**config.mk**
```make
export PLATFORM = sky130hd
export DESIGN_NAME = apb_to_wb_bridge_flat
export DESIGN_NICKNAME = d
export VERILOG_FILES = /design/src/rtl/apb_to_wb_bridge_if.sv /design/src/rtl/apb_to_wb_bridge.sv /design/src/flat_wrapper.sv
export SDC_FILE = /design/constraint.sdc
export NUM_CORES = 1
export LEC_CHECK = 0
export ABC_CLOCK_PERIOD_IN_PS = 1780
export CAP_MARGIN = 15
export CORE_AREA = 3 3 116 118
export CTS_CLUSTER_DIAMETER = 60
export CTS_CLUSTER_SIZE = 16
export DETAILED_ROUTE_END_ITERATION = 8
export DIE_AREA = 0 0 119 121
export PLACE_DENSITY = 0.76
export SYNTH_ARGS = -nofsm -noshare
export SYNTH_HDL_FRONTEND = slang
export SYNTH_SLANG_ARGS = --single-unit
export TNS_END_PERCENT = 100
```
**constraint.sdc**
```tcl
create_clock -name pclk -period 1.78 [get_ports pclk]
set_clock_uncertainty 0.15 [all_clocks]
set_input_delay 0.356 -clock pclk [delete_from_list [all_inputs] [get_ports pclk]]
set_output_delay 0.356 -clock pclk [all_outputs]
set_load 0.05 [all_outputs]
```
**src/rtl/apb_to_wb_bridge_if.sv**
```systemverilog
// Bus bundle for the APB-to-Wishbone bridge.
// Carries the APB slave-side signals (psel..pslverr) and the Wishbone
// master-side signals (wb_*), using the original port names.
//   slave  : bridge view (APB slave, Wishbone master)
//   master : environment view (APB master, Wishbone slave)
interface apb_to_wb_bridge_if #(
    parameter int unsigned ADDR_WIDTH = 32,
    parameter int unsigned DATA_WIDTH = 32,
    parameter int unsigned STRB_WIDTH = DATA_WIDTH / 8
);
    // APB
    logic                  psel;
    logic                  penable;
    logic                  pwrite;
    logic [ADDR_WIDTH-1:0] paddr;
    logic [DATA_WIDTH-1:0] pwdata;
    logic [STRB_WIDTH-1:0] pstrb;
    logic                  pready;
    logic [DATA_WIDTH-1:0] prdata;
    logic                  pslverr;
    // Wishbone
    logic [ADDR_WIDTH-1:0] wb_adr_o;
    logic [DATA_WIDTH-1:0] wb_dat_o;
    logic [STRB_WIDTH-1:0] wb_sel_o;
    logic                  wb_we_o;
    logic                  wb_cyc_o;
    logic                  wb_stb_o;
    logic [2:0]            wb_cti_o;
    logic [1:0]            wb_bte_o;
    logic [DATA_WIDTH-1:0] wb_dat_i;
    logic                  wb_ack_i;
    logic                  wb_err_i;
    logic                  wb_rty_i;

    modport slave (
        input  psel, penable, pwrite, paddr, pwdata, pstrb,
        output pready, prdata, pslverr,
        output wb_adr_o, wb_dat_o, wb_sel_o, wb_we_o, wb_cyc_o, wb_stb_o,
        output wb_cti_o, wb_bte_o,
        input  wb_dat_i, wb_ack_i, wb_err_i, wb_rty_i
    );

    modport master (
        output psel, penable, pwrite, paddr, pwdata, pstrb,
        input  pready, prdata, pslverr,
        input  wb_adr_o, wb_dat_o, wb_sel_o, wb_we_o, wb_cyc_o, wb_stb_o,
        input  wb_cti_o, wb_bte_o,
        output wb_dat_i, wb_ack_i, wb_err_i, wb_rty_i
    );
endinterface

```
**src/rtl/apb_to_wb_bridge.sv**
```systemverilog
// APB slave to Wishbone classic master bridge.
// Each APB transfer becomes one Wishbone classic cycle, with retry on
// wb_rty_i (up to MAX_RETRY), a per-attempt timeout (TIMEOUT cycles) and
// error reporting through pslverr. APB wait states are held until the
// single-cycle DONE response.
// Ports:
//   pclk     : clock
//   preset_n : asynchronous active-low reset
//   bus      : apb_to_wb_bridge_if.slave (APB slave + Wishbone master)
module apb_to_wb_bridge #(
    parameter int unsigned ADDR_WIDTH = 32,
    parameter int unsigned DATA_WIDTH = 32,
    parameter int unsigned STRB_WIDTH = DATA_WIDTH / 8,
    parameter int unsigned TIMEOUT    = 255,
    parameter int unsigned MAX_RETRY  = 3
) (
    input  logic                     pclk,
    input  logic                     preset_n,
    apb_to_wb_bridge_if.slave        bus
);
    localparam logic [1:0] S_IDLE       = 2'd0;
    localparam logic [1:0] S_WB_REQ     = 2'd1;
    localparam logic [1:0] S_RETRY_WAIT = 2'd2;
    localparam logic [1:0] S_DONE       = 2'd3;

    localparam int unsigned TW = (TIMEOUT > 1) ? $clog2(TIMEOUT) : 1;
    localparam int unsigned RW = (MAX_RETRY > 0) ? $clog2(MAX_RETRY + 1) : 1;
    localparam logic [TW-1:0] TMO_LAST = TW'(TIMEOUT - 1);
    localparam logic [RW-1:0] RTY_MAX  = RW'(MAX_RETRY);

    logic [1:0]            state_q,   state_d;
    logic [TW-1:0]         tmo_q,     tmo_d;
    logic [RW-1:0]         rty_q,     rty_d;
    logic [ADDR_WIDTH-1:0] adr_q,     adr_d;
    logic [DATA_WIDTH-1:0] dat_q,     dat_d;
    logic [STRB_WIDTH-1:0] sel_q,     sel_d;
    logic                  we_q,      we_d;
    logic                  cyc_q,     cyc_d;
    logic                  pready_q,  pready_d;
    logic                  pslverr_q, pslverr_d;
    logic [DATA_WIDTH-1:0] prdata_q,  prdata_d;

    always_comb begin
        state_d   = state_q;
        tmo_d     = tmo_q;
        rty_d     = rty_q;
        adr_d     = adr_q;
        dat_d     = dat_q;
        sel_d     = sel_q;
        we_d      = we_q;
        pslverr_d = 1'b0;
        prdata_d  = '0;

        case (state_q)
            S_IDLE: begin
                if (bus.psel && !bus.penable) begin
                    adr_d = bus.paddr;
                    we_d  = bus.pwrite;
                    dat_d = bus.pwrite ? bus.pwdata : '0;
                    sel_d = bus.pwrite ? bus.pstrb  : '1;
                    tmo_d = '0;
                    rty_d = '0;
                    // A write with no byte lanes enabled completes locally.
                    if (bus.pwrite && (bus.pstrb == '0)) state_d = S_DONE;
                    else                                 state_d = S_WB_REQ;
                end
            end
            S_WB_REQ: begin
                if (!bus.psel) begin
                    state_d = S_IDLE;
                end else if (bus.wb_err_i) begin
                    state_d   = S_DONE;
                    pslverr_d = 1'b1;
                end else if (bus.wb_ack_i) begin
                    state_d  = S_DONE;
                    prdata_d = we_q ? '0 : bus.wb_dat_i;
                end else if (bus.wb_rty_i) begin
                    if (rty_q < RTY_MAX) begin
                        rty_d   = rty_q + RW'(1);
                        state_d = S_RETRY_WAIT;
                    end else begin
                        state_d   = S_DONE;
                        pslverr_d = 1'b1;
                    end
                end else if (tmo_q == TMO_LAST) begin
                    state_d   = S_DONE;
                    pslverr_d = 1'b1;
                end else begin
                    tmo_d = tmo_q + TW'(1);
                end
            end
            S_RETRY_WAIT: begin
                tmo_d   = '0;
                state_d = bus.psel ? S_WB_REQ : S_IDLE;
            end
            default: begin
                state_d = S_IDLE;
                rty_d   = '0;
            end
        endcase

        // Outputs are decoded from the next state so they appear registered
        // in the same cycle the FSM enters the corresponding state.
        cyc_d    = (state_d == S_WB_REQ);
        pready_d = (state_d == S_DONE);
    end

    always_ff @(posedge pclk or negedge preset_n) begin
        if (!preset_n) begin
            state_q   <= S_IDLE;
            tmo_q     <= '0;
            rty_q     <= '0;
            adr_q     <= '0;
            dat_q     <= '0;
            sel_q     <= '0;
            we_q      <= 1'b0;
            cyc_q     <= 1'b0;
            pready_q  <= 1'b0;
            pslverr_q <= 1'b0;
            prdata_q  <= '0;
        end else begin
            state_q   <= state_d;
            tmo_q     <= tmo_d;
            rty_q     <= rty_d;
            adr_q     <= adr_d;
            dat_q     <= dat_d;
            sel_q     <= sel_d;
            we_q      <= we_d;
            cyc_q     <= cyc_d;
            pready_q  <= pready_d;
            pslverr_q <= pslverr_d;
            prdata_q  <= prdata_d;
        end
    end

    assign bus.pready   = pready_q;
    assign bus.pslverr  = pslverr_q;
    assign bus.prdata   = prdata_q;
    assign bus.wb_adr_o = adr_q;
    assign bus.wb_dat_o = dat_q;
    assign bus.wb_sel_o = sel_q;
    assign bus.wb_we_o  = we_q;
    assign bus.wb_cyc_o = cyc_q;
    assign bus.wb_stb_o = cyc_q;
    assign bus.wb_cti_o = 3'b000;
    assign bus.wb_bte_o = 2'b00;
endmodule

```
**src/flat_wrapper.sv**
```systemverilog
// flat-port wrapper written by rule: the top's interface ports become plain ports
module apb_to_wb_bridge_flat 
#(
    parameter int unsigned ADDR_WIDTH = 32,
    parameter int unsigned DATA_WIDTH = 32,
    parameter int unsigned STRB_WIDTH = DATA_WIDTH / 8,
    parameter int unsigned TIMEOUT    = 255,
    parameter int unsigned MAX_RETRY  = 3
)
  (pclk, preset_n, bus_psel, bus_penable, bus_pwrite, bus_paddr, bus_pwdata, bus_pstrb, bus_pready, bus_prdata, bus_pslverr, bus_wb_adr_o, bus_wb_dat_o, bus_wb_sel_o, bus_wb_we_o, bus_wb_cyc_o, bus_wb_stb_o, bus_wb_cti_o, bus_wb_bte_o, bus_wb_dat_i, bus_wb_ack_i, bus_wb_err_i, bus_wb_rty_i);
  apb_to_wb_bridge_if #(.ADDR_WIDTH(ADDR_WIDTH), .DATA_WIDTH(DATA_WIDTH), .STRB_WIDTH(STRB_WIDTH)) bus_i ();
  input  logic pclk;
  input  logic preset_n;
  input wire logic [$bits(bus_i.psel)-1:0] bus_psel;
  input wire logic [$bits(bus_i.penable)-1:0] bus_penable;
  input wire logic [$bits(bus_i.pwrite)-1:0] bus_pwrite;
  input wire logic [$bits(bus_i.paddr)-1:0] bus_paddr;
  input wire logic [$bits(bus_i.pwdata)-1:0] bus_pwdata;
  input wire logic [$bits(bus_i.pstrb)-1:0] bus_pstrb;
  output wire logic [$bits(bus_i.pready)-1:0] bus_pready;
  output wire logic [$bits(bus_i.prdata)-1:0] bus_prdata;
  output wire logic [$bits(bus_i.pslverr)-1:0] bus_pslverr;
  output wire logic [$bits(bus_i.wb_adr_o)-1:0] bus_wb_adr_o;
  output wire logic [$bits(bus_i.wb_dat_o)-1:0] bus_wb_dat_o;
  output wire logic [$bits(bus_i.wb_sel_o)-1:0] bus_wb_sel_o;
  output wire logic [$bits(bus_i.wb_we_o)-1:0] bus_wb_we_o;
  output wire logic [$bits(bus_i.wb_cyc_o)-1:0] bus_wb_cyc_o;
  output wire logic [$bits(bus_i.wb_stb_o)-1:0] bus_wb_stb_o;
  output wire logic [$bits(bus_i.wb_cti_o)-1:0] bus_wb_cti_o;
  output wire logic [$bits(bus_i.wb_bte_o)-1:0] bus_wb_bte_o;
  input wire logic [$bits(bus_i.wb_dat_i)-1:0] bus_wb_dat_i;
  input wire logic [$bits(bus_i.wb_ack_i)-1:0] bus_wb_ack_i;
  input wire logic [$bits(bus_i.wb_err_i)-1:0] bus_wb_err_i;
  input wire logic [$bits(bus_i.wb_rty_i)-1:0] bus_wb_rty_i;
  assign bus_i.psel = bus_psel;
  assign bus_i.penable = bus_penable;
  assign bus_i.pwrite = bus_pwrite;
  assign bus_i.paddr = bus_paddr;
  assign bus_i.pwdata = bus_pwdata;
  assign bus_i.pstrb = bus_pstrb;
  assign bus_pready = bus_i.pready;
  assign bus_prdata = bus_i.prdata;
  assign bus_pslverr = bus_i.pslverr;
  assign bus_wb_adr_o = bus_i.wb_adr_o;
  assign bus_wb_dat_o = bus_i.wb_dat_o;
  assign bus_wb_sel_o = bus_i.wb_sel_o;
  assign bus_wb_we_o = bus_i.wb_we_o;
  assign bus_wb_cyc_o = bus_i.wb_cyc_o;
  assign bus_wb_stb_o = bus_i.wb_stb_o;
  assign bus_wb_cti_o = bus_i.wb_cti_o;
  assign bus_wb_bte_o = bus_i.wb_bte_o;
  assign bus_i.wb_dat_i = bus_wb_dat_i;
  assign bus_i.wb_ack_i = bus_wb_ack_i;
  assign bus_i.wb_err_i = bus_wb_err_i;
  assign bus_i.wb_rty_i = bus_wb_rty_i;
  apb_to_wb_bridge #(.ADDR_WIDTH(ADDR_WIDTH), .DATA_WIDTH(DATA_WIDTH), .STRB_WIDTH(STRB_WIDTH), .TIMEOUT(TIMEOUT), .MAX_RETRY(MAX_RETRY)) u_core (.pclk(pclk), .preset_n(preset_n), .bus(bus_i));
endmodule
```
==> key figures, run 1 <==
Timing
  • Rel. slew slack: 57.6%
  • Hold Violations, Final: 0
  • RSZ-0062 raised after global routing: yes
  • Worst slew pin tran: 0.635 ns
  • Setup WS post-layout: -0.0170 ns
  • Count of final max-slew check failures: 0
  • Fin crit share: 101%
  • Fmax: 556 MHz
  • Fin crit period: 1.80 ns
  • Final setup fails: 34

Outcome
  • Failing checks: negative setup slack
  • Outcome: finished with violations

Critical path
  • CP Capture Type: flip-flop
  • CP startpoint: bus_penable
  • Worst-path cell chain: clkdlybuf4s50_1, or4b_4, bufbuf_16, o21ai_0
  • CP bufs+invs: 2
  • Critical Path RT: 1.94 ns
  • Worst Setup Start Kind: primary input
  • Slowest stage cell, crit path: or4b_4
  • Crit path max-delay family: buffers and inverters
  • Max stage delay on crit path: 0.63 ns
  • Reg-to-Reg Start: u_core.state_q[0]$_DFF_PN0_
  • Crit-path max FO: 43
  • Critical path type: in -> reg
  • Critical Path AT: 1.95 ns

Final layout
  • Register Area: 0.00290 sq mm
  • Area of the multi-input gates: 0.00173 sq mm
  • Layout cells sized above 1: 37.3%
  • # fillers: 959
  • Layout area overhead: 69.8%
  • # diodes: 0
  • Layout Nets: 755
  • Non-filler cells, final: 828

Logic synthesis
  • Area contributors post-synth: dfrtp_1 63%, mux2_2 6.3%, nand2_1 6.0%, o21ai_0 4.8%, and2_1 4.5%
  • Top cell type's share of synthesized area: 62.9%
  • Ys flop type: dfrtp_1
  • Seq/Total Area, Yosys: 62.9%
  • Post-synthesis cell count: 394
  • Synthesized cell area: 0.00462 sq mm
  • Synthesis Warnings: 0
  • Synth unique cells: 37
  • Synth area leader: dfrtp_1
  • Synth Area per Inst: 11.7 sq um
  • Seq cells post-synth: 116
  • Post-synthesis async set-or-reset flop share: 100%
  • EDFF count, synth: 0

Placed design
  • # port buffers: 212
  • DP Cell Count: 782
  • Hpwl dp: 8.61 mm
  • Post-place setup slack: -0.579 ns
  • RePlAce Congestion: 0.794

CTS
  • Sink Count: 116
  • Clk_lat worst skew: 0.40 ns
  • Root buf cell: clkbuf_16
  • Reg clk slew, reported paths: 0.05 ns
  • H-tree depth: 4
  • TritonCTS buffer count: 17
  • CTS tree: yes
  • CTS Buffer Depth: 2

Floorplan
  • # rows: 41
  • Die height: 121 um
  • Area of the core: 0.0126 sq mm
  • Initial Util: 36.7%
  • # IOs: 218
  • Die W: 119 um
  • Die ar.: 0.0144 sq mm

Job
  • Max Cap Viol: 0

Hold path
  • Min-Delay Path Class: in -> reg
  • Worst Hold Launch: bus_wb_err_i

Route
  • ANT nets after route: 0
  • # DRC: 0
  • Via Count: 3,847
  • Initial drt markers: 202
  • Final wirelength: 12.9 mm
  • Wire per inst: 15.6 um
  • Vias per cell: 4.65
  • Router iterations before antenna repair: 4

Global route
  • Largest net degree at the start of global routing: 117
  • GR Overflow Total: 0
  • First-pass GRT wire length: 19.8 mm
  • Initial antenna violation count: 0
  • Gr usage total: 17.3%
  • Vias in the first global route: 3,978

Power and ir drop
  • Peak supply drop: 0.566 mV
  • Leak pwr: 0.00383 uW
  • Pwr per Cell Area: 1210 mW/mm^2
[layout make-up]
class | instances | share of cell area [%]
Timing Repair Buffer | 252 | 30.2
Tap cell | 172 | 2.75
Clock inverter | 3 | 0.830
Inverter | 7 | 0.335
Sequential cell | 116 | 37.0
Multi-Input combinational cell | 250 | 22.1
Clock buffer | 28 | 6.72
[worst reg2reg max path, stage by stage, from the launching register on]
cell and delay [ns]:
dfrtp_1 0.39, or4b_4 0.61, bufbuf_16 0.35, o21ai_0 0.19
[synthesized netlist by cell type (all sizes together) (2+ instances only)]
cell type / n
nand2: 75
or3: 3
nor4: 5
o21ai: 45
and2: 33
nand2b: 5
mux2: 34
ha: 3
nor3: 2
mux2i: 4
a41o: 2
inv: 7
a21oi: 3
dfrtp: 116
nor2: 7
nor2b: 7
nand3: 3
a2bb2oi: 2
buf: 13
clkbuf: 14
[kinds of logic (layout without fill, tap and decap cells)]
kind of cell    count (synthesis)  in the layout  synth area share, %
fa+ha+maj                       3              3                0.813
other cells                     1              5               0.0812
compound gates                 56             57                 6.78
flops                         116            116                 62.9
buf+inv                        34            290                 3.77
simple gates                  146            147                 15.9
mux                            38             38                 9.81
[placed cells by master, fill, tap and decap left out, drive strengths merged, types with 3 or more instances in the layout]
cell type	n
nand3	3
buf	141
nor2b	7
nor4	5
ha	3
a21oi	3
o21ai	45
nand2	76
nand2b	5
inv	7
mux2	34
mux2i	4
a41o	3
clkdlybuf4s50	103
clkbuf	30
conb	5
nor2	7
and2	33
dfrtp	116
or3	3
[power breakdown]
| group | switching, uW | internal (uW) | leakage, uW |
|---|---|---|---|
| Clock | 1090 | 2280 | 0.000291 |
| Sequential | 216 | 3000 | 0.00151 |
| Combinational | 1800 | 1080 | 0.00203 |
| Total | 3110 | 6360 | 0.00383 |
[worst paths after layout]
check                           slack, ns                                  end  depth (start not counted)
worst max-delay path                -0.02  u_core.bus.wb_dat_o[24]$_DFFE_PN0P_                          4
worst min-delay path                 0.23         u_core.bus.pslverr$_DFF_PN0_                          4
worst max register to register      -0.01  u_core.bus.wb_dat_o[24]$_DFFE_PN0P_                          3
worst min register to register       0.33   u_core.bus.wb_sel_o[0]$_DFFE_PN0P_                          2
max in group asynchronous            0.57      u_core.bus.prdata[26]$_DFF_PN0_                          3
min in group asynchronous            0.43  u_core.bus.wb_adr_o[30]$_DFFE_PN0P_                          3
[metal layers]
layer | share of wire (%) | track usage (%) | up-vias
li1 | - | - | 1810
met1 | 40 | 20.6 | 1844
met2 | 50 | 27.9 | 171
met3 | 8.3 | 6.85 | 22
met4 | 2.1 | 7.68 | 0
met5 | 0 | 0 | -
[flip-flops by register name (all words and copies together), names as in the netlist]
register             cells
u_core.bus.prdata       32
u_core.bus.wb_we_o       1
u_core.bus.wb_adr_o     32
u_core.bus.wb_sel_o      4
u_core.bus.pslverr       1
u_core.bus.pready        1
u_core.bus.wb_cyc_o      1
u_core.bus.wb_dat_o     32
u_core.rty_q             2
u_core.tmo_q             8
u_core.state_q           2
[stage by stage]
step / utilization, % / hold WS [ns] / TNS, ns / cell area (sq um) / power, uW
2_1_floorplan: - / -0.0896 / -1.22 / 4650 / 4920
3_3_place_gp: 54.8 / 0.314 / -31.94 / 6880 / 6010
3_5_place_dp: 54.8 / 0.321 / -35.86 / 6880 / 6070
4_1_cts: 60.7 / 0.333 / -0.623 / 7620 / 9520
5_1_grt: 62.4 / 0.257 / -3.94 / 7840 / 9850
6_report: 62.4 / 0.228 / -0.160 / 7840 / 9470
[repair_timing]
action / 4_1_cts / 5_1_grt
hold endpoints to repair: 116 / 0
cloned: 3 / 4
hold buffers: 1 / 0
gates resized for setup: 12 / 40
endpoints found under the setup margin: 26 / 106
buffers inserted: 1 / 6
pin swaps: 4 / 28
Power figures use the tool's default switching activity.
==> run 2, diff against run 1 <==
CELL_PAD_IN_SITES_DETAIL_PLACEMENT = 0   (was default)
CELL_PAD_IN_SITES_GLOBAL_PLACEMENT = 2   (was default)
CORE_AREA = 3 3 149 151   (was 3 3 116 118)
DIE_AREA = 0 0 152 154   (was 0 0 119 121)
PLACE_DENSITY = 0.78   (was 0.76)
==> run 2 against run 1 <==
Against the previous run:
- the flow still finishes with violations (negative setup slack)
- fmax down 1.3%
- via count up 1.1%
- sequential power about the same
- first-iteration DRC count down 25%
- core utilization down 24 points
- non-clock buffer count up 10
- register-to-register slack worse by 0.03 ns
- die area up 63%
- critical endpoint is now u_core.bus.wb_dat_o[31]$_DFFE_PN0P_
- largest power group is now sequential cells
==> key figures, run 2 (synthesized netlist as in run 1, its figures left out) <==
Outcome
  • Outcome: finished with violations (unchanged)
  • Failing checks: negative setup slack (unchanged)

Placed design
  • RePlAce Congestion: 0.786 (was 0.794)
  • DP Cell Count: 892 (was 782)
  • Placed Area: 0.00716 sq mm (was 0.00688 sq mm)
  • # port buffers: 212 (unchanged)
  • Hpwl dp: 9.80 mm (was 8.61 mm)

Final layout
  • Layout area overhead: 76.3% (was 69.8%)
  • Layout Nets: 765 (was 755)
  • # diodes: 0 (unchanged)
  • Most frequent cells in the layout: 125 x buf_4, 116 x dfrtp_1, 103 x clkdlybuf4s50_1 (was 130 x buf_4, 116 x dfrtp_1, 103 x clkdlybuf4s50_1)
  • Post-layout util: 38.9% (was 62.4%)
  • Layout cells sized above 1: 37.6% (was 37.3%)
  • Finished Cell Area: 0.00814 sq mm (was 0.00784 sq mm)
  • Commonest non-fill, non-tap cell in the layout: buf_4 (unchanged)
  • Non-filler cells, final: 942 (was 828)
  • # fillers: 2,058 (was 959)

Global route
  • First-pass GRT wire length: 22.1 mm (was 19.8 mm)
  • Vias in the first global route: 4,175 (was 3,978)
  • Gr usage total: 11.8% (was 17.3%)
  • GR Overflow Total: 0 (unchanged)
  • Largest net degree at the start of global routing: 41 (was 117)
  • Initial antenna violation count: 0 (unchanged)

Timing
  • Fmax: 549 MHz (was 556 MHz)
  • Count of final max-slew check failures: 0 (unchanged)
  • Setup WS post-layout: -0.0401 ns (was -0.0170 ns)
  • Fin crit period: 1.82 ns (was 1.80 ns)
  • Final setup fails: 52 (was 34)
  • Hold Violations, Final: 0 (unchanged)
  • Fin crit share: 102% (was 101%)
  • RSZ-0062 raised after global routing: yes (unchanged)

Critical path
  • Critical Path AT: 1.95 ns (about the same)
  • CP bufs+invs: 2 (unchanged)
  • Crit. path cell count: 5 (was 4)
  • Crit-path max FO: 20 (was 43)
  • Critical Path RT: 1.91 ns (was 1.94 ns)
  • Slowest stage cell, crit path: or4b_4 (unchanged)
  • CP Capture Type: flip-flop (unchanged)
  • CP startpoint: u_core.state_q[0]$_DFF_PN0_ (was bus_penable)
  • Reg-to-Reg Start: u_core.state_q[0]$_DFF_PN0_ (unchanged)
  • Worst Setup Start Kind: flip-flop (was primary input)
  • Critical path type: reg -> reg (was in -> reg)
  • Crit path max-delay family: simple AND/OR/NAND/NOR gates (was buffers and inverters)
  • Worst-path cell chain: or4b_4, buf_12, clkbuf_16, nand2_1, o21ai_0 (was clkdlybuf4s50_1, or4b_4, bufbuf_16, o21ai_0)
  • Max stage delay on crit path: 0.65 ns (was 0.63 ns)
  • R2R depth: 5 (was 3)

Power and ir drop
  • Total power: 9440 uW (was 9470 uW)
  • Leak pwr: 0.00387 uW (was 0.00383 uW)
  • Pwr per Cell Area: 1160 mW/mm^2 (was 1210 mW/mm^2)
  • Peak supply drop: 0.565 mV (was 0.566 mV)

Route
  • Via Count: 3,889 (was 3,847)
  • Wire per inst: 15.6 um (about the same)
  • Initial drt markers: 151 (was 202)
  • # DRC: 0 (unchanged)
  • Router iterations before antenna repair: 4 (unchanged)
  • ANT nets after route: 0 (unchanged)
  • Vias per cell: 4.13 (was 4.65)
  • Final wirelength: 14.7 mm (was 12.9 mm)

Hold path
  • Min-Delay Path Class: in -> reg (unchanged)
  • Hold Path Cell Cnt: 4 (unchanged)
  • Worst Hold Launch: bus_wb_err_i (unchanged)

Floorplan
  • Die ar.: 0.0234 sq mm (was 0.0144 sq mm)
  • # rows: 53 (was 41)
  • Area of the core: 0.0210 sq mm (was 0.0126 sq mm)
  • Die W: 152 um (was 119 um)
  • Initial Util: 22.0% (was 36.7%)
  • # IOs: 218 (unchanged)
  • Die height: 154 um (was 121 um)

CTS
  • Root buf cell: clkbuf_16 (unchanged)
  • TritonCTS buffer count: 17 (unchanged)
  • Sink Count: 116 (unchanged)
  • CTS tree: yes (unchanged)
  • Reg clk slew, reported paths: 0.06 ns (was 0.05 ns)
  • H-tree depth: 4 (unchanged)
  • CTS Buffer Depth: 2 (unchanged)
  • Clk_lat worst skew: 0.41 ns (was 0.40 ns)

Job
  • Max Cap Viol: 0 (unchanged)
-- run 2: per-stage QoR --
step | setup TNS, ns | hold WS (ns) | setup WS [ns]
2_1_floorplan | -1.22 | -0.0896 | -0.102
3_3_place_gp | -35.26 | 0.170 | -0.526
3_5_place_dp | -37.85 | 0.169 | -0.558
4_1_cts | -0.893 | 0.278 | -0.0443
5_1_grt | -3.23 | 0.223 | -0.0819
6_report | -0.906 | 0.219 | -0.0401
-- run 2: timing repair --
action / 4_1_cts / 5_1_grt
endpoints found under the hold margin: 21 / 0
gates cloned: 3 / 8
endpoints found under the setup margin: 42 / 110
pin swaps: 4 / 7
gates resized for setup: 16 / 44
hold buffers: 1 / 0
setup buffers: 0 / 7
-- run 2: power breakdown --
part           internal, uW  switching, uW  leakage [uW]  total (uW)
clock                  1940           1240      0.000264        3180
sequential             3000            241       0.00151        3240
combinational          1190           1830       0.00210        3020
total                  6130           3310       0.00387        9440
-- run 2: final timing paths --
check	end	slack, ns
setup / recovery	u_core.bus.wb_dat_o[31]$_DFFE_PN0P_	-0.04
hold reg to reg	u_core.bus.wb_dat_o[22]$_DFFE_PN0P_	0.33
min in group asynchronous	u_core.bus.prdata[26]$_DFF_PN0_	0.27
max in group asynchronous	u_core.bus.wb_adr_o[25]$_DFFE_PN0P_	0.66
hold / removal	u_core.bus.pslverr$_DFF_PN0_	0.22
setup reg to reg	u_core.bus.wb_dat_o[31]$_DFFE_PN0P_	-0.04
-- run 2: metal layers --
layer / up-vias / routed length (um) / track usage [%]
li1: 1826 / - / -
met1: 1889 / 5960 / 13.5
met2: 164 / 7150 / 19.3
met3: 10 / 1400 / 6.67
met4: 0 / 162 / 3.13
met5: - / 0 / 0
-- run 2: worst register-to-register path, cell delays in order (launching register included) --
cell and delay, ns:
dfrtp_1 0.38, or4b_4 0.65, buf_12 0.20, clkbuf_16 0.18, nand2_1 0.07, o21ai_0 0.07
-- run 2: final cells by class --
| cell class | instances | area, sq um | area share [%] |
|---|---|---|---|
| multi-input cells | 250 | 1710 | 20.9 |
| inverters | 7 | 26.3 | 0.323 |
| repair buffers | 262 | 2610 | 32.0 |
| clock buffers | 19 | 443 | 5.44 |
| flip-flops and latches | 116 | 2900 | 35.7 |
| clock inverters | 13 | 111 | 1.37 |
| well taps | 275 | 344 | 4.23 |
==> run 3, diff against run 2 <==
CORE_AREA = 3 3 166 136   (was 3 3 149 151)
DIE_AREA = 0 0 169 139   (was 0 0 152 154)
==> run 3 against run 2 <==
Against the previous run:
- count of clock-buffer cells in the layout is 1 lower
- non-clock buffer count grew 1
- largest power group is now the clock network
- combinational power is 3% lower
- wire length grew 0.19%
- critical endpoint is now u_core.bus.wb_adr_o[8]$_DFFE_PN0P_
- cell count up 0.11%
- core utilization is 0.82 points lower
- the run still ends with negative setup slack left
- critical path type is now in -> reg
- sequential cell count stayed put
- die area is 0.35% higher
- clock power grew 7.9%
- sequential power hardly changed
- fmax rose by 0.79%
==> key figures, run 3 (synthesized netlist as in run 1, its figures left out) <==
Final layout
  • Most frequent cells in the layout: 136 x buf_4, 116 x dfrtp_1, 103 x clkdlybuf4s50_1 (was 125 x buf_4, 116 x dfrtp_1, 103 x clkdlybuf4s50_1)
  • Layout area overhead: 74.6% (was 76.3%)
  • # diodes: 0 (unchanged)
  • Commonest non-fill, non-tap cell in the layout: buf_4 (unchanged)
  • # fillers: 2,071 (was 2,058)
  • Layout Nets: 766 (was 765)
  • Non-filler cells, final: 943 (was 942)
  • Post-layout util: 38.0% (was 38.9%)
  • Layout cells sized above 1: 36.7% (was 37.6%)

Global route
  • First-pass GRT wire length: 22.3 mm (was 22.1 mm)
  • GR Overflow Total: 0 (unchanged)
  • Vias in the first global route: 4,048 (was 4,175)
  • Initial antenna violation count: 0 (unchanged)
  • Gr usage total: 12.1% (was 11.8%)
  • Largest net degree at the start of global routing: 50 (was 41)

Critical path
  • Max stage delay on crit path: 0.62 ns (was 0.65 ns)
  • R2R Setup Slk: -0.01 ns (was -0.04 ns)
  • Slowest stage cell, crit path: or4b_4 (unchanged)
  • R2R depth: 3 (was 5)
  • Reg-to-Reg Start: u_core.state_q[1]$_DFF_PN0_ (was u_core.state_q[0]$_DFF_PN0_)
  • Crit-path max FO: 45 (was 20)
  • Crit path max-delay family: buffers and inverters (was simple AND/OR/NAND/NOR gates)
  • Critical path type: in -> reg (was reg -> reg)
  • Critical Path AT: 1.95 ns (about the same)
  • Worst Setup Start Kind: primary input (was flip-flop)
  • CP bufs+invs: 2 (unchanged)
  • Worst reg2reg endpoint: u_core.bus.wb_adr_o[8]$_DFFE_PN0P_ (was u_core.bus.wb_dat_o[31]$_DFFE_PN0P_)
  • Worst-path cell chain: clkdlybuf4s50_1, or4b_4, buf_12, mux2_2 (was or4b_4, buf_12, clkbuf_16, nand2_1, o21ai_0)
  • CP Capture Type: flip-flop (unchanged)
  • Critical Path RT: 1.92 ns (was 1.91 ns)

Hold path
  • Worst Hold Launch: bus_wb_err_i (unchanged)
  • Min-Delay Path Class: in -> reg (unchanged)
  • Hold Path Cell Cnt: 4 (unchanged)
  • Worst min-delay path endpoint: u_core.bus.pslverr$_DFF_PN0_ (unchanged)

Floorplan
  • Die ar.: 0.0235 sq mm (was 0.0234 sq mm)
  • Die height: 139 um (was 154 um)
  • # IOs: 218 (unchanged)
  • Area of the core: 0.0212 sq mm (was 0.0210 sq mm)
  • Initial Util: 21.8% (was 22.0%)
  • # rows: 48 (was 53)
  • Die W: 169 um (was 152 um)

Power and ir drop
  • Clock share of power: 35.8% (was 33.7%)
  • Peak supply drop: 0.744 mV (was 0.565 mV)
  • Internal power: 6210 uW (was 6130 uW)
  • Pwr per Cell Area: 1190 mW/mm^2 (was 1160 mW/mm^2)
  • Sequential power share: 33.7% (was 34.3%)
  • Logic pwr share: 30.5% (was 32.0%)
  • Sw Share: 35.2% (was 35.0%)
  • Leak pwr: 0.00385 uW (was 0.00387 uW)
  • Sw power: 3370 uW (was 3310 uW)

Placed design
  • RePlAce Congestion: 0.787 (was 0.786)
  • # port buffers: 212 (unchanged)
  • DP Cell Count: 900 (was 892)
  • Hpwl dp: 10.3 mm (was 9.80 mm)

Timing
  • Fin crit share: 101% (was 102%)
  • Hold Violations, Final: 0 (unchanged)
  • Count of final max-slew check failures: 0 (unchanged)
  • Final setup fails: 21 (was 52)
  • Fmax: 554 MHz (was 549 MHz)
  • Setup WS post-layout: -0.0259 ns (was -0.0401 ns)
  • Fin crit period: 1.81 ns (was 1.82 ns)
  • Rel. slew slack: 66.2%
  • Worst slew pin tran: 0.507 ns
  • RSZ-0062 raised after global routing: yes (unchanged)

Route
  • Initial drt markers: 197 (was 151)
  • Wire per inst: 15.6 um (about the same)
  • M1 WL: 6.31 mm (was 5.96 mm)
  • Final wirelength: 14.7 mm (about the same)
  • # DRC: 0 (unchanged)
  • ANT nets after route: 0 (unchanged)
  • Router iterations before antenna repair: 4 (unchanged)
  • Vias per cell: 4.09 (was 4.13)
  • Via Count: 3,856 (was 3,889)
  • Met2 routed WL: 6.56 mm (was 7.15 mm)
  • Met3 WL post-DR: 1.67 mm (was 1.40 mm)
  • Top Layer Used: met4 (unchanged)

CTS
  • Sink Count: 116 (unchanged)
  • CTS tree: yes (unchanged)
  • CTS Buffer Depth: 2 (unchanged)
  • H-tree depth: 4 (unchanged)
  • Clk_lat worst skew: 0.41 ns (about the same)
  • Root buf cell: clkbuf_16 (unchanged)
  • TritonCTS buffer count: 17 (unchanged)
  • Reg clk slew, reported paths: 0.06 ns (about the same)

Outcome
  • Outcome: finished with violations (unchanged)
  • Failing checks: negative setup slack (unchanged)

Job
  • Max Cap Viol: 0 (unchanged)
## run 3: per-stage QoR
step / instance area (sq um) / total power (uW) / setup slack, ns / setup TNS (ns) / hold slack (ns)
after floorplan: 4650 / 4920 / -0.102 / -1.22 / -0.0896
after global placement: 7200 / 6110 / -0.560 / -34.38 / 0.211
after detailed placement: 7200 / 6150 / -0.591 / -37.22 / 0.212
after CTS: 7860 / 9680 / -0.00798 / -0.0172 / 0.299
after global routing: 8060 / 10000 / -0.0749 / -3.99 / 0.229
final: 8060 / 9580 / -0.0259 / -0.279 / 0.216
## run 3: how the worst max path moves through the flow
stage	slack, ns	from	cells past startpoint	endpoint
2_1_floorplan	-0.10	u_core.state_q[0]$_DFF_PN0_	5	u_core.bus.wb_adr_o[0]$_DFFE_PN0P_
3_3_place_gp	-0.56	bus_wb_err_i	5	u_core.tmo_q[1]$_DFFE_PN0P_
3_5_place_dp	-0.59	bus_wb_rty_i	5	u_core.tmo_q[7]$_DFFE_PN0P_
4_1_cts	-0.008	u_core.state_q[0]$_DFF_PN0_	3	u_core.bus.wb_adr_o[3]$_DFFE_PN0P_
5_1_grt	-0.07	u_core.state_q[1]$_DFF_PN0_	3	u_core.bus.wb_adr_o[13]$_DFFE_PN0P_
6_report	-0.03	bus_penable	4	u_core.bus.wb_adr_o[8]$_DFFE_PN0P_
## run 3: power by group through the flow
stage               combinational (uW)  sequential [uW]  clock [uW]
floorplan                          496             4430           0
global placement                  2860             3250           0
detailed placement                2880             3270           0
CTS                               2900             3230        3550
global route                      3080             3280        3660
finish                            2920             3220        3430
## run 3: routing by layer
metal	up-vias	global-route usage (%)
li1	1828	-
met3	14	6.18
met4	0	3.89
met5	-	0
met1	1842	15.8
met2	172	17.5
## run 3: cell type report
type | count | area, sq um | share of cell area (%)
flip-flops and latches | 116 | 2900 | 36.0
repair buffers | 263 | 2490 | 30.9
multi-input cells | 250 | 1700 | 21.1
clock buffers | 18 | 439 | 5.45
well taps | 275 | 344 | 4.27
clock inverters | 14 | 154 | 1.91
inverters | 7 | 26.3 | 0.326
## run 3: worst min-delay path, cell delays in order
cell            delay [ns]
dlymetal6s2s_1        0.10
buf_4                 0.15
a21oi_1               0.04
nor2_1                0.08
## run 3: repair_timing
action | in CTS | in global routing
setup endpoints to repair | 52 | 84
hold buffers | 1 | 0
setup buffers | 0 | 4
endpoints found under the hold margin | 20 | 0
gates cloned | 1 | 5
pin swaps | 3 | 5
resized for setup | 11 | 34
==> edit 1: new RTL, flow settings as in run 2 <==
Make the reset (`preset_n`) synchronous in one clocked block. Comments in the files are not updated.
--- a/src/rtl/apb_to_wb_bridge.sv
+++ b/src/rtl/apb_to_wb_bridge.sv
@@ -105,7 +105,7 @@
         pready_d = (state_d == S_DONE);
     end
 
-    always_ff @(posedge pclk or negedge preset_n) begin
+    always_ff @(posedge pclk) begin
         if (!preset_n) begin
             state_q   <= S_IDLE;
             tmo_q     <= '0;
Behaviour: differs if preset_n is asserted again (counterexample within 4 cycles, from zero or initial values and one cycle with preset_n low); with preset_n held inactive, the same outputs for 4 cycles.
==> edit 1 against run 2 <==
  * Cell area fell by 9.1%
  * Die area did not move
  * Setup slack improved by 110 ps
  * Highest routed layer unchanged
  * Synthesized area fell by 7.7%
  * Routed wire length fell by 8.0%
  * Sequential cell count did not move
Power is not compared: it rests on default switching activity, and its combinational part moved more than twofold at a synthesized area within 25%.
==> edit 1: results (changes against run 2) <==
- Grt met2 use: 18.3% (-0.99 points)
- 1st-iter DRT viols: 127 (-16%)
- Met2 WL post-DR: 6220 um (-13%)
- Hold path depth: 4 (unchanged)
- Main synth FF type: dfxtp_1
- Post-synthesis sequential area ratio: 54.5% (-8.4 points)
- Vias in the first global route: 4,125 (-1.2%)
- Worst R2R Setup Slack: 70 ps (+110 ps)
- Final hold slack: 212 ps (-6.74 ps)
- Critical-path top delay cell: or4_1
- Count leader, synth: dfxtp_1
- Nets: 802 (+4.8%)
- Postcts setup bufs: 0 (unchanged)
- Number of gates resized after cts: 4 (-12)
- CP max stage delay: 520 ps (-130 ps)
- Proportion of layout cells with a drive suffix above 1: 25.9% (-12 points)
- Netlist cell types: 36 (-2.7%)
- Vias per inst: 4.12 (-0.14%)
- Met1 GRT Util: 13.4% (-0.097 points)
- FILL cells: 2,159 (+4.9%)
- R2r startpoint: u_core.state_q[1]
- Number of antenna violations at the first check in global routing: 2 (+2)
- Tcrit/Tclk final: 96.3% (-6.0 points)
- Synth warn: 0 (unchanged)
- Capturing point of the worst reg2reg path: u_core.tmo_q[7]
- Grt met3 use: 4.98% (-1.7 points)
- Min-delay src: preset_n
- Synth cell count leaders: dfxtp_1, nand2_1, a21boi_0
- Place WS: -533 ps (+25.0 ps)
- Psw: 1680 uW
- Rel. slew slack: 60.7%
- Global-route wire length before repair: 21,400 um (-3.0%)
- P_comb: 930 uW
- Total power: 7010 uW
- R2r worst-path depth: 5 (unchanged)
- Reg clk slew, reported paths: 50 ps
- Met3 wire length: 1130 um (-19%)
- Worst Path Arrival: 1900 ps (-50 ps)
- Clock Tree Buf Depth: 2 (unchanged)
- Largest net degree at the start of global routing: 67 (+63%)
- Leakage: 0.00304 uW
- Final WL: 13,500 um (-8.0%)
- Crit-path max FO: 6 (-70%)
- Placed instance area: 6670 um2 (-6.9%)
- Post-synthesis async set-or-reset flop share: 0% (-100 points)
- RePlAce Congestion: 0.756 (-3.8%)
- DP Wirelength: 9910 um (+1.1%)
- Synth area leaders: dfxtp_1, a21boi_0, nand2_1
- Metal-1 WL: 5930 um (-0.47%)
- Hold Path End: u_core.bus.pslverr
- Status: completed
- Total Routing Usage GR: 11.4% (-0.49 points)
## edit 1: cell count changes after synthesis, moves of 9 or more
cell	delta
a21boi_1	+9
mux2_2	-26
dfrtp_1	-116
o21ai_0	-42
a21boi_0	+57
nand2_1	+30
dfxtp_1	+116
nand3_1	+32
## edit 1: layout make-up
class,instances,area share (%)
repair buffers,243,30.7
inverters,5,0.254
clock buffers,26,6.88
multi-input cells,308,25.1
well taps,275,4.65
diodes,1,0.0338
clock inverters,4,0.947
flip-flops and latches,116,31.5
## edit 1: worst max-delay path: cells and delay by family (launching register included)
family / cells / cell delay [ps]
DFF: 1 / 350
and+or+nand+nor: 2 / 770
AOI/OAI and AO/OA: 2 / 240
buffers and inverters: 1 / 130
## edit 1: how the worst max path moves through the flow
stage | start | end | cells past startpoint
after floorplan | u_core.tmo_q[0] | u_core.tmo_q[7] | 6
after global placement | bus_wb_err_i | u_core.tmo_q[7] | 5
after detailed placement | bus_wb_rty_i | u_core.tmo_q[7] | 5
after CTS | u_core.tmo_q[0] | u_core.tmo_q[7] | 6
after global routing | u_core.tmo_q[5] | u_core.tmo_q[6] | 4
final | u_core.state_q[1] | u_core.tmo_q[7] | 5
## edit 1: cell families after synthesis
| group | Yosys count | synth area share (%) |
|---|---|---|
| AOI/OAI and AO/OA | 92 | 16.1 |
| and+or+nand+nor | 205 | 23.5 |
| other | 1 | 0.0880 |
| buffers and inverters | 42 | 4.58 |
| DFF | 116 | 54.5 |
| muxes | 2 | 0.470 |
| adders and majority gates | 3 | 0.881 |
## edit 1: stage by stage
stage          utilization (%)  instances
2_1_floorplan                -        465
3_3_place_gp              31.8        942
3_5_place_dp              31.8        942
4_1_cts                   34.7        972
5_1_grt                   35.3        978
6_report                  35.3        978
==> edit 2: new RTL, config.mk and constraints of run 2 <==
Made on the original files. `MAX_RETRY` is set to 3 in 2 places; all go to 6.
--- a/src/rtl/apb_to_wb_bridge.sv
+++ b/src/rtl/apb_to_wb_bridge.sv
@@ -12,7 +12,7 @@
     parameter int unsigned DATA_WIDTH = 32,
     parameter int unsigned STRB_WIDTH = DATA_WIDTH / 8,
     parameter int unsigned TIMEOUT    = 255,
-    parameter int unsigned MAX_RETRY  = 3
+    parameter int unsigned MAX_RETRY  = 6
 ) (
     input  logic                     pclk,
     input  logic                     preset_n,
--- a/src/flat_wrapper.sv
+++ b/src/flat_wrapper.sv
@@ -5,7 +5,7 @@
     parameter int unsigned DATA_WIDTH = 32,
     parameter int unsigned STRB_WIDTH = DATA_WIDTH / 8,
     parameter int unsigned TIMEOUT    = 255,
-    parameter int unsigned MAX_RETRY  = 3
+    parameter int unsigned MAX_RETRY  = 6
 )
   (pclk, preset_n, bus_psel, bus_penable, bus_pwrite, bus_paddr, bus_pwdata, bus_pstrb, bus_pready, bus_prdata, bus_pslverr, bus_wb_adr_o, bus_wb_dat_o, bus_wb_sel_o, bus_wb_we_o, bus_wb_cyc_o, bus_wb_stb_o, bus_wb_cti_o, bus_wb_bte_o, bus_wb_dat_i, bus_wb_ack_i, bus_wb_err_i, bus_wb_rty_i);
   apb_to_wb_bridge_if #(.ADDR_WIDTH(ADDR_WIDTH), .DATA_WIDTH(DATA_WIDTH), .STRB_WIDTH(STRB_WIDTH)) bus_i ();
Behaviour: same outputs for any inputs over 4 cycles, from zero or initial values and one cycle with preset_n low; that may be too few to reach the edited logic, so the function may still have changed.
==> edit 2 against run 2 <==
  * Routed wire length decreased by 1.9%
  * Largest cell class unchanged
  * Total power is 0.16% higher
  * Sequential cell count rose by 1
  * Via count up 5.2%
  * Critical endpoint is now u_core.tmo_q[4]
  * Fmax is 4.6% higher
  * Synthesized area is 0.27% lower
  * Clock power rose by 12%
  * Highest routed layer unchanged
  * Cell area decreased by 3.1%
  * Global-route usage grew 0.31 points
  * Setup slack better by 79 ps
==> edit 2: results (changes against run 2) <==
- Status: completed
- FILL cells: 2,131 (+3.5%)
- Proportion of layout cells with a drive suffix above 1: 27.3% (-10 points)
- Worst R2R Setup Slack: 50 ps (+90 ps)
- Vias in the first global route: 4,353 (+4.3%)
- Post-synthesis sequential area ratio: 63.6% (+0.71 points)
- Synth Instances: 464 (+18%)
- HP Class: input pin to asynchronous set/reset pin
- Placed instance area: 7080 um2 (-1.2%)
- Final WL: 14,400 um (-1.9%)
- 1st-iter DRT viols: 153 (+1.3%)
- Crit-path max FO: 5 (-75%)
- Vias per inst: 4.07 (-1.4%)
- Synth cell count leaders: nand2_1, dfrtp_1, nand3_1
- Met1 GRT Util: 14.2% (+0.71 points)
- Synth area leaders: dfrtp_1, nand2_1, and2_1
- RePlAce Congestion: 0.789 (+0.46%)
- Leakage: 0.00395 uW (+1.9%)
- Netlist cell types: 39 (+5.4%)
- Total number of vias: 4,093 (+5.2%)
- Global-route wire length before repair: 22,700 um (+2.8%)
- DP Wirelength: 10,300 um (+5.5%)
- Worst Path Arrival: 1930 ps (-20 ps)
- Design Area, Final: 7890 um2 (-3.1%)
- R2r startpoint: u_core.tmo_q[5]
- Largest net degree at the start of global routing: 48 (+17%)
==> edit 2: cell count changes in the layout (fill, tap and decap cells not counted), moves of 8 or more <==
cell / before / now
buf_4: 125 / 136
mux2_2: 25 / 0
mux2_4: 9 / 0
nand2_1: 67 / 171
nand2_2: 8 / 0
nand3_1: 3 / 39
o21ai_0: 22 / 11
o21ai_1: 17 / 1
==> edit 2: logic make-up after synthesis <==
| family | Yosys count | share of synthesized area [%] |
|---|---|---|
| and+or+nand+nor | 273 | 27.4 |
| adders and majority gates | 3 | 0.815 |
| other | 1 | 0.0814 |
| AOI/OAI and AO/OA | 31 | 3.99 |
| buffers and inverters | 38 | 3.97 |
| DFF | 117 | 63.6 |
| xor gates and xnor gates | 1 | 0.190 |
==> edit 2: worst max-delay path, cell delays in order <==
cell and delay, ps:
clkdlybuf4s50_1 470, nand2b_1 210, a21oi_4 230, o22ai_4 110, or4_1 470, nand3_1 90
==> edit 2: cell type report <==
type,instances,share of cell area [%]
flip-flops and latches,117,37.1
well taps,275,4.36
multi-input cells,314,20.1
inverters,8,0.381
repair buffers,259,30.2
clock inverters,14,2.27
clock buffers,18,5.57
==> edit 2: how the worst max path moves through the flow <==
stage | slack [ps] | startpoint | endpoint
floorplan | 20 | u_core.state_q[1] | u_core.tmo_q[5]
global placement | -490 | bus_psel | u_core.tmo_q[7]
detailed placement | -530 | bus_psel | u_core.tmo_q[3]
CTS | 2 | u_core.tmo_q[3] | u_core.bus.pready
global route | -90 | u_core.state_q[1] | u_core.tmo_q[4]
finish | 40 | bus_penable | u_core.tmo_q[4]
==> edit 2: per-layer routing <==
layer | routed length, um | up-vias
li1 | - | 1991
met1 | 5840 | 1918
met2 | 6990 | 169
met4 | 207 | 0
met5 | 0 | -
met3 | 1360 | 15
==> edit 2: what timing repair did <==
action	4_1_cts	5_1_grt
setup endpoints to repair	9	68
buffers inserted	1	6
cloned	0	4
pin swaps	0	11
resized for setup	9	8
hold buffers	1	0
hold endpoints to repair	19	0
==> edit 2: power breakdown <==
group | internal, uW | leakage (uW) | total, uW | switching (uW)
sequential | 3000 | 0.00153 | 3230 | 224
combinational | 936 | 0.00214 | 2680 | 1740
clock | 2250 | 0.000281 | 3550 | 1300
total | 6190 | 0.00395 | 9460 | 3270
==> edit 2: per-stage QoR <==
step	setup WS [ps]	hold WS (ps)	power [uW]	setup TNS, ps
6_report	39.1	260	9460	0
5_1_grt	-89.8	289	9930	-1450
4_1_cts	2.37	265	9570	0
3_5_place_dp	-528	139	5940	-45780
3_3_place_gp	-492	142	5910	-43850
2_1_floorplan	15.7	-89.6	4780	0
